==> src/rtl/exec_timer_ctrl_pkg.sv <==
// rtl/exec_timer_ctrl_pkg.sv - shared encodings for the processor FSM and the execution timer
//
// Purpose: processor top-FSM state encodings (shared with the display decoder),
//          the timer FSM encodings, default parameters and a width helper.
// Ports:   none (package).
package exec_timer_ctrl_pkg;

  typedef enum logic [2:0] {
    uart_ready         = 3'd0,
    uart_receive_Imem  = 3'd1,
    uart_receive_dmem  = 3'd2,
    process_ready      = 3'd3,
    process_exicute    = 3'd4,
    uart_transmit_dmem = 3'd5,
    finish             = 3'd6
  } proc_state_e;

  typedef enum logic [2:0] {
    IDLE     = 3'd0,
    COUNT    = 3'd1,
    WAIT_RDY = 3'd2,
    CONVERT  = 3'd3,
    DONE     = 3'd4
  } timer_fsm_e;

  localparam int unsigned PRESCALE_DEFAULT = 50;
  localparam int unsigned TIME_W_DEFAULT   = 26;

  // Counter width for a mod-n counter; a mod-1 counter still needs one bit.
  function automatic int unsigned cnt_width(input int unsigned n);
    return (n > 1) ? $clog2(n) : 1;
  endfunction

endpackage

==> src/rtl/exec_timer_ctrl_if.sv <==
// rtl/exec_timer_ctrl_if.sv - handshake bundle between top FSM, timer and BCD converter
//
// Purpose: groups the processor state input, converter handshake and timer results.
// Signals: state (3b), conv_ready, conv_done            -> timer
//          timeValue (TIME_W), start_conv, time_valid, overflow <- timer
// Modports: master (FSM/converter side), slave (timer side).
interface exec_timer_if #(
  parameter int unsigned TIME_W = 26
);
  logic [2:0]        state;
  logic              conv_ready;
  logic              conv_done;
  logic [TIME_W-1:0] timeValue;
  logic              start_conv;
  logic              time_valid;
  logic              overflow;

  modport master (
    output state, conv_ready, conv_done,
    input  timeValue, start_conv, time_valid, overflow
  );

  modport slave (
    input  state, conv_ready, conv_done,
    output timeValue, start_conv, time_valid, overflow
  );
endinterface

==> src/rtl/exec_timer_ctrl_prescaler.sv <==
// rtl/exec_timer_ctrl_prescaler.sv - mod-PRESCALE counter with registered tick
//
// Purpose: divides clk into time ticks while enabled.
// Ports:   clk_i, rst_i (sync, active-high), clr_i (zero the count),
//          en_i (advance the count), tick_o (registered: count is at PRESCALE-1,
//          i.e. the next enabled cycle wraps and is a time tick).
module tick_prescaler
  import exec_timer_ctrl_pkg::*;
#(
  parameter int unsigned PRESCALE = PRESCALE_DEFAULT
) (
  input  logic clk_i,
  input  logic rst_i,
  input  logic clr_i,
  input  logic en_i,
  output logic tick_o
);
  localparam int unsigned    CW   = cnt_width(PRESCALE);
  localparam logic [CW-1:0]  LAST = CW'(PRESCALE - 1);

  logic [CW-1:0] cnt_q, cnt_d;
  logic          tick_q;

  always_comb begin
    cnt_d = cnt_q;
    if (clr_i) begin
      cnt_d = '0;
    end else if (en_i) begin
      cnt_d = (cnt_q == LAST) ? '0 : cnt_q + CW'(1);
    end
  end

  // tick is registered from the next count so it is valid in the same cycle
  // the count sits at LAST; the consumer increments on the wrapping edge.
  always_ff @(posedge clk_i) begin
    if (rst_i) begin
      cnt_q  <= '0;
      tick_q <= (LAST == '0);
    end else begin
      cnt_q  <= cnt_d;
      tick_q <= (cnt_d == LAST);
    end
  end

  assign tick_o = tick_q;
endmodule

==> src/rtl/exec_timer_ctrl.sv <==
// rtl/exec_timer_ctrl.sv - execution timer and BCD-conversion sequencer
//
// Purpose: counts prescaled ticks while the processor FSM is in process_exicute,
//          freezes the count on exit, issues one start_conv to the converter and
//          flags time_valid when the converter reports done.
// Ports:   clk, rst (sync, active-high), bus (exec_timer_if.slave):
//          state, conv_ready, conv_done in; timeValue, start_conv, time_valid, overflow out.
// Config:  TIMER_SATURATE_EN - timeValue saturates at all-ones and sets sticky
//          overflow; otherwise timeValue wraps and overflow is tied low.
module exec_timer_ctrl
  import exec_timer_ctrl_pkg::*;
#(
  parameter int unsigned PRESCALE = PRESCALE_DEFAULT,
  parameter int unsigned TIME_W   = TIME_W_DEFAULT
) (
  input  logic         clk,
  input  logic         rst,
  exec_timer_if.slave  bus
);
  timer_fsm_e        fsm_q, fsm_d;
  logic [2:0]        prev_state_q;
  logic [TIME_W-1:0] time_q, time_d;
  logic              time_valid_q, time_valid_d;
  logic              start_conv;
  logic              in_exec, restart, count_en, tick;
`ifdef TIMER_SATURATE_EN
  logic              overflow_q, overflow_d;
`endif

  assign in_exec  = (bus.state == process_exicute);
  // Entry edge into process_exicute; beats every other transition.
  assign restart  = in_exec && (prev_state_q != process_exicute);
  assign count_en = (fsm_q == COUNT) && in_exec && !restart;

  tick_prescaler #(
    .PRESCALE (PRESCALE)
  ) u_prescaler (
    .clk_i  (clk),
    .rst_i  (rst),
    .clr_i  (restart),
    .en_i   (count_en),
    .tick_o (tick)
  );

  always_comb begin
    fsm_d        = fsm_q;
    time_d       = time_q;
    time_valid_d = time_valid_q;
    start_conv   = 1'b0;
`ifdef TIMER_SATURATE_EN
    overflow_d   = overflow_q;
`endif
    if (restart) begin
      fsm_d        = COUNT;
      time_d       = '0;
      time_valid_d = 1'b0;
`ifdef TIMER_SATURATE_EN
      overflow_d   = 1'b0;
`endif
    end else begin
      case (fsm_q)
        IDLE: begin
        end
        COUNT: begin
          // Leaving process_exicute freezes time in that very cycle.
          if (!in_exec) begin
            fsm_d = WAIT_RDY;
          end else if (tick) begin
`ifdef TIMER_SATURATE_EN
            if (&time_q) begin
              overflow_d = 1'b1;
            end else begin
              time_d = time_q + TIME_W'(1);
            end
`else
            time_d = time_q + TIME_W'(1);
`endif
          end
        end
        WAIT_RDY: begin
          // Mealy pulse so a coincident restart can suppress it.
          if (bus.conv_ready) begin
            start_conv = 1'b1;
            fsm_d      = CONVERT;
          end
        end
        CONVERT: begin
          if (bus.conv_done) begin
            time_valid_d = 1'b1;
            fsm_d        = DONE;
          end
        end
        DONE: begin
        end
        default: begin
          fsm_d = IDLE;
        end
      endcase
    end
  end

  always_ff @(posedge clk) begin
    if (rst) begin
      fsm_q        <= IDLE;
      prev_state_q <= uart_ready;
      time_q       <= '0;
      time_valid_q <= 1'b0;
`ifdef TIMER_SATURATE_EN
      overflow_q   <= 1'b0;
`endif
    end else begin
      fsm_q        <= fsm_d;
      prev_state_q <= bus.state;
      time_q       <= time_d;
      time_valid_q <= time_valid_d;
`ifdef TIMER_SATURATE_EN
      overflow_q   <= overflow_d;
`endif
    end
  end

  assign bus.timeValue  = time_q;
  assign bus.start_conv = start_conv;
  assign bus.time_valid = time_valid_q;
`ifdef TIMER_SATURATE_EN
  assign bus.overflow   = overflow_q;
`else
  assign bus.overflow   = 1'b0;
`endif
endmodule

==> src/flat_wrapper.sv <==
// flat-port wrapper written by rule: the top's interface ports become plain ports
module exec_timer_ctrl_flat import exec_timer_ctrl_pkg::*;
#(
  parameter int unsigned PRESCALE = PRESCALE_DEFAULT,
  parameter int unsigned TIME_W   = TIME_W_DEFAULT
)
  (clk, rst, bus_state, bus_conv_ready, bus_conv_done, bus_timeValue, bus_start_conv, bus_time_valid, bus_overflow);
  exec_timer_if #(.TIME_W(TIME_W)) bus_i ();
  input  logic clk;
  input  logic rst;
  input wire logic [$bits(bus_i.state)-1:0] bus_state;
  input wire logic [$bits(bus_i.conv_ready)-1:0] bus_conv_ready;
  input wire logic [$bits(bus_i.conv_done)-1:0] bus_conv_done;
  output wire logic [$bits(bus_i.timeValue)-1:0] bus_timeValue;
  output wire logic [$bits(bus_i.start_conv)-1:0] bus_start_conv;
  output wire logic [$bits(bus_i.time_valid)-1:0] bus_time_valid;
  output wire logic [$bits(bus_i.overflow)-1:0] bus_overflow;
  assign bus_i.state = bus_state;
  assign bus_i.conv_ready = bus_conv_ready;
  assign bus_i.conv_done = bus_conv_done;
  assign bus_timeValue = bus_i.timeValue;
  assign bus_start_conv = bus_i.start_conv;
  assign bus_time_valid = bus_i.time_valid;
  assign bus_overflow = bus_i.overflow;
  exec_timer_ctrl #(.PRESCALE(PRESCALE), .TIME_W(TIME_W)) u_core (.clk(clk), .rst(rst), .bus(bus_i));
endmodule
==> config.mk <==
export PLATFORM = sky130hd
export DESIGN_NAME = exec_timer_ctrl_flat
export DESIGN_NICKNAME = d
export VERILOG_FILES = /design/src/rtl/exec_timer_ctrl_pkg.sv /design/src/rtl/exec_timer_ctrl_if.sv /design/src/rtl/exec_timer_ctrl_prescaler.sv /design/src/rtl/exec_timer_ctrl.sv /design/src/flat_wrapper.sv
export SDC_FILE = /design/constraint.sdc
export NUM_CORES = 1
export LEC_CHECK = 0
export ABC_AREA = 1
export CAP_MARGIN = 30
export CORE_MARGIN = 5
export CORE_UTILIZATION = 55
export DETAILED_ROUTE_END_ITERATION = 16
export PLACE_DENSITY = 0.82
export SYNTH_ARGS = -nofsm -noshare
export SYNTH_HDL_FRONTEND = slang
export SYNTH_SLANG_ARGS = --single-unit
export TNS_END_PERCENT = 10
==> constraint.sdc <==
create_clock -name clk -period 2.85 [get_ports clk]
set_input_delay 0.285 -clock clk [delete_from_list [all_inputs] [get_ports clk]]
set_output_delay 0.285 -clock clk [all_outputs]
set_load 0.01 [all_outputs]
==> results of run 1 <==
## path summary, 6_finish.rpt
check | slack [ns] | startpoint | endpoint | depth (start not counted)
max | 0.73 | bus_state[1] | bus_start_conv | 6
min | 0.46 | u_core.bus.time_valid$_SDFFE_PP0P_ | u_core.bus.time_valid$_SDFFE_PP0P_ | 2
max reg2reg | 0.87 | u_core.prev_state_q[1]$_SDFF_PP0_ | u_core.bus.timeValue[2]$_SDFFE_PP0P_ | 7
min reg2reg | 0.46 | u_core.bus.time_valid$_SDFFE_PP0P_ | u_core.bus.time_valid$_SDFFE_PP0P_ | 2
## cell families (layout without fill, tap and decap cells)
group / Yosys count / after routing / share of synthesized area (%)
AND/OR/NAND/NOR: 202 / 202 / 42.6
buffers and inverters: 56 / 92 / 10.5
flip-flops: 40 / 40 / 36.6
AO/OA/AOI/OAI: 23 / 23 / 5.95
XOR/XNOR: 6 / 6 / 2.40
adder cells (fa/ha/maj): 3 / 3 / 1.72
other: 1 / 1 / 0.172
## critical path, cell delays in order
cell             delay, ns
clkdlybuf4s50_1       0.45
nor2_2                0.17
nand2_2               0.10
nor2_1                0.26
nor3_1                0.09
clkdlybuf4s50_1       0.49
## power by group
| part | leakage, nW | internal (mW) | switching (mW) |
|---|---|---|---|
| registers | 0.323 | 0.565 | 0.00617 |
| logic | 0.792 | 0.0267 | 0.0442 |
| clock network | 0.0552 | 0.260 | 0.198 |
| total | 1.17 | 0.852 | 0.249 |
## cells in the final DEF, fill, tap and decap left out, types with 5 or more instances in the layout
cell / instances
a21oi_1: 7
a31oi_1: 6
clkbuf_8: 5
clkdlybuf4s50_1: 34
dfxtp_1: 40
inv_1: 48
nand2_1: 89
nand3_1: 28
nand4_1: 7
nor2_1: 48
nor2_2: 6
nor3_1: 10
o21ai_0: 5
## metal layers
| metal | vias to the layer above | GRT usage, % | part of all wire [%] | wire length [um] |
|---|---|---|---|---|
| met5 | - | 0 | 0 | 0 |
| met4 | 0 | 8.20 | 1.7 | 84 |
| met3 | 8 | 4.82 | 5.7 | 283 |
| met2 | 61 | 31.8 | 48 | 2350 |
| met1 | 974 | 24.7 | 45 | 2220 |
| li1 | 1106 | - | - | - |
## through the flow
step / util (%) / setup slack [ns]
final: 67.9 / 0.735
after global routing: 67.9 / 0.586
after CTS: 67.9 / 0.733
after detailed placement: 65.1 / 0.492
after global placement: 65.1 / 0.584
after floorplan: - / 1.31
## state kept, by name (all words and copies together), names as in the netlist
signal / count
u_core.bus.time_valid: 1
u_core.prev_state_q: 3
u_core.bus.timeValue: 26
u_core.fsm_q: 3
u_core.u_prescaler.tick_o: 1
u_core.u_prescaler.cnt_q: 6
## layout make-up
class                      instances  area [um2]  share of cell area (%)
clock buffer                       6        72.6                    2.73
clock inverter                     2        35.0                    1.32
inverter                          50         190                    7.16
multi-input combinational        235        1150                    43.5
sequential                        40         801                    30.1
tap                               50        62.6                    2.36
timing repair buffer              34         340                    12.8
==> impl_metrics.yaml, run 1 <==
routing:
  ant_nets: 0
  drt_wl_total_um: 4940
  drt_iter0_drc: 150
  drtPass1Iterations: 4
  drc: 0
  routedWlPerCell_um: 11.8
  dr_total_vias: 2149
  viasPerCell: 5.15
yosys:
  synth_top_area_share_pct: 36.6
  syn-instance-count: 331
  synth.top_cells.by_count: "89 x nand2_1, 48 x inv_1, 48 x nor2_1"
  syn_area_um2: 2190
  syn_area_per_cell_um2: 6.60
  yosysMostFrequentCell: "nand2_1"
  synthesis.nets: 341
  yosysSeqAreaShare_pct: 36.6
  ys_async_sr_fraction_pct: 0
  synthFlopType: "dfxtp_1"
  yosys_warnings: 0
  ys_types: 32
  synth_edf_count: 0
  ys_ff_latch: 40
  synth_area_leaders: "dfxtp_1 37%, nand2_1 15%, inv_1 8.2%, nor2_1 8.2%, nand3_1 6.4%"
  synth_top_cell_by_area: "dfxtp_1"
sta:
  rsz0062_at_grt: "no"
  max_freq_ghz: 0.473
  max_slew.worst_pin.slew_ns: 0.624
  fin_worst_skew_ns: 0.0103
  setup_tns_ns: 0
  drv_slew: 0
  setup_viol: 0
  whs_ns: 0.456
  fin_crit_sh_pct: 74.2
  hold_violations: 0
  period_needed_ns: 2.12
  slew_headroom_pct: 58.4
floorplanning:
  rows: 23
  start_util_pct: 55.9
  die_w_um: 73.0
  pin_count: 36
  fp.dieArea_um2: 5330
  die_h_um: 73.0
  coreArea_um2: 3910
layout:
  final_area_um2: 2660
  antennaDiodeCount: 0
  fin_cells: 417
  final_nets: 376
  filler_cell_count: 362
  area_growth_pct: 21.5
  drive_above_1_share_pct: 6.27
placed_design:
  dp_hpwl_um: 3750
  portBuffers: 34
  placed_cells: 409
  post_dp_cell_area_um2: 2550
  gp_congestion: 0.895
hold_path:
  min_path_type: "flip-flop to flip-flop"
grt:
  grt_pass1_wl_um: 8190
  grt_usage_pct: 19.6
  grt_max_degree: 17
  first_global_vias: 1888
  antenna_found_initial: 0
  grt_overflow_total: 0
setup_path:
  crit_required_ns: 2.57
  cp-start-kind: "input pin"
  arrival_ns: 1.83
  critical_path.max_fanout: 3
  crit_path_end_kind: "primary output"
  path_class: "input pin to primary output"
clock_network:
  clockBufferDepth: 2
  cts_resized: 0
  numClockSinks: 40
  post_cts_buffers: 0
  cts_tree: "done"
  clk_pin_slew_worst_paths_ns: 0.07
  cts_buffers: 5
  ctsHoldBuffers: 0
  cts_root_buffer: "clkbuf_8"
  htree_levels: 2
  clk_latency_ns: 0.30
pwr:
  power_density_nw_per_um2: 414
  totalPowerFinal_mw: 1.10
  peakVddDrop_uv: 314
  power_leakage_nw: 1.17
status:
  status: "finished clean"
run:
  drv_cap: 0
(Power assumes the default switching activity.)
==> run 2, diff against run 1 <==
CORE_UTILIZATION = 48   (was 55)
PLACE_DENSITY = 0.76   (was 0.82)
clock period = 1.8 ns   (was 2.85 ns; I/O delays follow)
==> impl_metrics.yaml, run 2 (synthesis results as in run 1) <==
setup_path:
  cpLargestDelayFamily: "simple AND/OR/NAND/NOR gates"
  max_stage_delay_ns: 0.40
  r2r_end: "u_core.bus.timeValue[18]$_SDFFE_PP0P_"
  critical_path.max_fanout: 5
  crit_path_end_kind: "flip-flop"
  path_common_cell: "nand2_1"
  arrival_ns: 1.82
  cp-start-kind: "flip-flop"
  cpMaxStageDelayCell: "dfxtp_1"
  crit_required_ns: 2.00
  reg2reg_depth: 8
  crit_chain: "ha_1 > nand3_1 > nor2_2 > nand2_1 > nor2_8 > nand2_1 > o21ai_0 > nor2_1"
  ff2ff_setup_slack_ns: 0.18
  timing.rr.start: "u_core.bus.timeValue[0]$_SDFFE_PP0P_"
  path_class: "flip-flop to flip-flop"
  path_buf_inv: 0
layout:
  drive_above_1_share_pct: 10.0
  fin_cells: 431
  final_nets: 388
  antennaDiodeCount: 0
  area_growth_pct: 26.2
  final_util_pct: 62.9
  final_cell_mix: "89 x nand2_1, 48 x inv_1, 47 x nor2_1, 40 x dfxtp_1, 33 x clkdlybuf4s50_1"
  final_common_cell: "nand2_1"
  largest_register_ff_count: 26
sta:
  setup_viol: 0
  rsz0062_at_grt: "no"
  fin_crit_sh_pct: 90.2
  fin_worst_skew_ns: 0.00933
  max_freq_ghz: 0.616
  drv_slew: 0
  hold_violations: 0
  period_needed_ns: 1.62
  setup_tns_ns: 0
floorplanning:
  die_h_um: 77.5
  start_util_pct: 49.9
  pin_count: 36
  coreArea_um2: 4380
  die_w_um: 77.5
  rows: 24
  fp.dieArea_um2: 6000
hold_path:
  min_from: "bus_state[0]"
  min_path_type: "input pin to flip-flop"
  holdPathEnd: "u_core.prev_state_q[0]$_SDFF_PP0_"
  hold-path-cell-count: 3
placed_design:
  placed_cells: 423
  portBuffers: 34
  gp_congestion: 0.853
  dp_hpwl_um: 3810
status:
  status: "finished clean"
clock_network:
  htree_levels: 2
  post_cts_buffers: 0
  clockBufferDepth: 2
  ctsHoldBuffers: 0
  clk_pin_slew_worst_paths_ns: 0.08
  cts_resized: 1
  clk_latency_ns: 0.30
  cts_buffers: 5
  numClockSinks: 40
  cts_root_buffer: "clkbuf_8"
  cts_tree: "done"
routing:
  drt_iter0_drc: 132
  met2WireLength_um: 2280
  viasPerCell: 5.00
  route.met3.wl_um: 329
  routedWlPerCell_um: 11.6
  drc: 0
  drt_wl_total_um: 4980
  wl_met1_um: 2280
  dr.max_layer_used: "met4"
  ant_nets: 0
  dr_total_vias: 2157
  drtPass1Iterations: 4
grt:
  grt_overflow_total: 0
  grt_pass1_wl_um: 8580
  grt_max_degree: 13
  grt_usage_pct: 17.1
  first_global_vias: 2004
  antenna_found_initial: 0
run:
  drv_cap: 0
pwr:
  power_leakage_nw: 1.23
  peakVddDrop_uv: 385
  power_density_nw_per_um2: 605
  totalPowerFinal_mw: 1.67
run 2: worst max-delay path by stage:
stage / start / to / slack, ns / cells after the start
after floorplan: u_core.bus.timeValue[0]$_SDFFE_PP0P_ / u_core.bus.timeValue[12]$_SDFFE_PP0P_ / 0.26 / 8
after global placement: bus_state[1] / bus_start_conv / 0.05 / 6
after detailed placement: bus_state[1] / bus_start_conv / -0.006 / 6
after CTS: u_core.bus.timeValue[0]$_SDFFE_PP0P_ / u_core.bus.timeValue[12]$_SDFFE_PP0P_ / 0.11 / 8
after global routing: u_core.fsm_q[0]$_SDFFE_PP0P_ / bus_start_conv / 0.04 / 4
final: u_core.bus.timeValue[0]$_SDFFE_PP0P_ / u_core.bus.timeValue[18]$_SDFFE_PP0P_ / 0.18 / 8
run 2: worst reg2reg max path: stages (launching register included):
cell	delay, ns
dfxtp_1	0.40
ha_1	0.20
nand3_1	0.12
nor2_2	0.17
nand2_1	0.16
nor2_8	0.18
nand2_1	0.08
o21ai_0	0.18
nor2_1	0.05
run 2: metal layers:
layer / up-vias / GRT usage [%]
li1: 1133 / -
met4: 0 / 7.90
met1: 951 / 21.6
met3: 10 / 4.63
met2: 63 / 27.2
met5: - / 0
run 2: where the power goes:
part           total [mW]  switching [mW]  internal (mW)
Sequential          0.906          0.0110          0.895
Clock               0.638           0.326          0.312
Combinational       0.125          0.0723         0.0527
run 2: layout make-up:
cell class	instances	area, um2
Fill cell	429	1630
Multi-Input combinational cell	235	1170
Sequential cell	40	801
Timing Repair Buffer	46	442
Inverter	50	190
Clock buffer	7	86.3
Tap cell	52	65.1
Clock inverter	1	7.51
run 2: metrics by stage:
stage	hold slack, ns	area [um2]	setup slack [ns]
after CTS	0.445	2750	0.109
after floorplan	0.287	2190	0.265
after global placement	0.446	2650	0.0471
after detailed placement	0.453	2650	-0.00566
after global routing	0.456	2760	0.0400
final	0.445	2760	0.176
==> run 3, diff against run 2 <==
CORE_UTILIZATION = 50   (was 48)
CTS_BUF_LIST = sky130_fd_sc_hd__clkbuf_2   (was not set)
PLACE_DENSITY = not set   (was 0.76)
PLACE_DENSITY_LB_ADDON = 0.12   (was not set)
==> impl_metrics.yaml, run 3 (synthesis results as in run 1) <==
status:
  status: "finished clean"
grt:
  antenna_found_initial: 0
  grt_usage_pct: 17.2
  grt_max_degree: 12
  grt_pass1_wl_um: 8400
  grt_overflow_total: 0
  first_global_vias: 1948
pwr:
  power_density_nw_per_um2: 531
  power_leakage_nw: 1.22
  totalPowerFinal_mw: 1.44
  peakVddDrop_uv: 299
clock_network:
  clk_pin_slew_worst_paths_ns: 0.20
  cts_root_buffer: "clkbuf_2"
  cts_tree: "done"
  htree_levels: 2
  numClockSinks: 40
  ctsHoldBuffers: 0
  clk_latency_ns: 0.40
  cts_buffers: 5
  post_cts_buffers: 0
  clockBufferDepth: 2
sta:
  rsz0062_at_grt: "yes"
  whs_ns: 0.332
  fin_worst_skew_ns: 0.0179
  hold_violations: 0
  period_needed_ns: 1.64
  max_freq_ghz: 0.609
  setup_tns_ns: 0
  fin_crit_sh_pct: 91.2
  drv_slew: 0
  setup_viol: 0
floorplanning:
  die_w_um: 76.1
  die_h_um: 76.1
  rows: 24
  fp.dieArea_um2: 5790
  coreArea_um2: 4290
  pin_count: 36
  start_util_pct: 50.9
run:
  drv_cap: 0
setup_path:
  path_class: "flip-flop to primary output"
  arrival_ns: 1.46
  cp-start-kind: "flip-flop"
  crit_path_end_kind: "primary output"
  max_stage_delay_ns: 0.58
  path_buf_inv: 1
  cpLargestDelayFamily: "buffers and inverters"
  cpMaxStageDelayCell: "clkdlybuf4s50_1"
  crit_chain: "clkdlybuf4s50_1"
  critical_path.max_fanout: 5
  crit_required_ns: 1.62
routing:
  route.met3.wl_um: 299
  wl_met1_um: 2270
  drt_wl_total_um: 4820
  drc: 0
  drt_iter0_drc: 90
  ant_nets: 0
  routedWlPerCell_um: 11.2
  viasPerCell: 5.01
  met2WireLength_um: 2220
  dr.max_layer_used: "met4"
  dr_total_vias: 2163
  drtPass1Iterations: 4
layout:
  final_area_um2: 2710
  final_util_pct: 63.1
  largest_register_ff_count: 26
  multiInputGateArea_um2: 1160
  final_cell_mix: "89 x nand2_1, 48 x inv_1, 48 x nor2_1, 36 x dfxtp_1, 33 x clkdlybuf4s50_1"
  antennaDiodeCount: 0
  area_growth_pct: 24.0
  regArea_um2: 806
  filler_cell_count: 420
  final_common_cell: "nand2_1"
  drive_above_1_share_pct: 11.3
  final_nets: 389
placed_design:
  gp_congestion: 0.847
  portBuffers: 34
  dp_hpwl_um: 3740
  post_dp_cell_area_um2: 2660
hold_path:
  min_path_type: "input pin to flip-flop"
==> run 3: cell count changes in the layout (fill, tap and decap cells not counted), moves of 4 or more <==
cell | before | now
clkbuf_2 | 0 | 8
dfxtp_1 | 40 | 36
dfxtp_2 | 0 | 4
clkbuf_8 | 6 | 0
==> run 3: final timing paths <==
path / endpoint / from / depth (start not counted) / slack [ns]
worst max register to register: u_core.bus.timeValue[18]$_SDFFE_PP0P_ / u_core.bus.timeValue[1]$_SDFFE_PP0P_ / 8 / 0.17
worst max-delay path: bus_timeValue[6] / u_core.bus.timeValue[6]$_SDFFE_PP0P_ / 1 / 0.16
worst min register to register: u_core.bus.time_valid$_SDFFE_PP0P_ / u_core.bus.time_valid$_SDFFE_PP0P_ / 2 / 0.46
worst min-delay path: u_core.prev_state_q[0]$_SDFF_PP0_ / bus_state[0] / 3 / 0.33
==> run 3: layout make-up <==
type	instances	share of cell area [%]
clock buffers	7	1.29
clock inverters	1	0.139
inverters	50	7.02
multi-input cells	235	43.0
flip-flops and latches	40	29.7
well taps	52	2.40
repair buffers	47	16.4
==> run 3: worst min-delay path, stage by stage <==
cell             delay, ns
clkdlybuf4s50_1       0.43
inv_1                 0.06
nor2_1                0.03
==> run 3: power breakdown <==
group | switching, mW | total, mW | leakage, nW | internal (mW)
Combinational | 0.0719 | 0.125 | 0.869 | 0.0536
Sequential | 0.0106 | 0.910 | 0.325 | 0.899
Clock | 0.299 | 0.403 | 0.0306 | 0.104
Total | 0.382 | 1.44 | 1.22 | 1.06
==> run 3: per-layer routing <==
layer	track usage [%]	vias up
li1	-	1140
met1	21.7	960
met2	27.4	59
met3	4.73	4
met4	6.99	0
met5	0	-
==> run 3: what timing repair did <==
item / CTS / global route
gates resized for setup: 2 / 7
endpoints found under the setup margin: 1 / 7
pin swaps: 0 / 0
==> run 3: per-stage QoR <==
step / setup WS (ns) / instances
floorplan: 0.265 / 331
global placement: 0.0364 / 424
detailed placement: -0.00628 / 424
CTS: 0.0342 / 432
global route: -0.0244 / 432
finish: 0.159 / 432
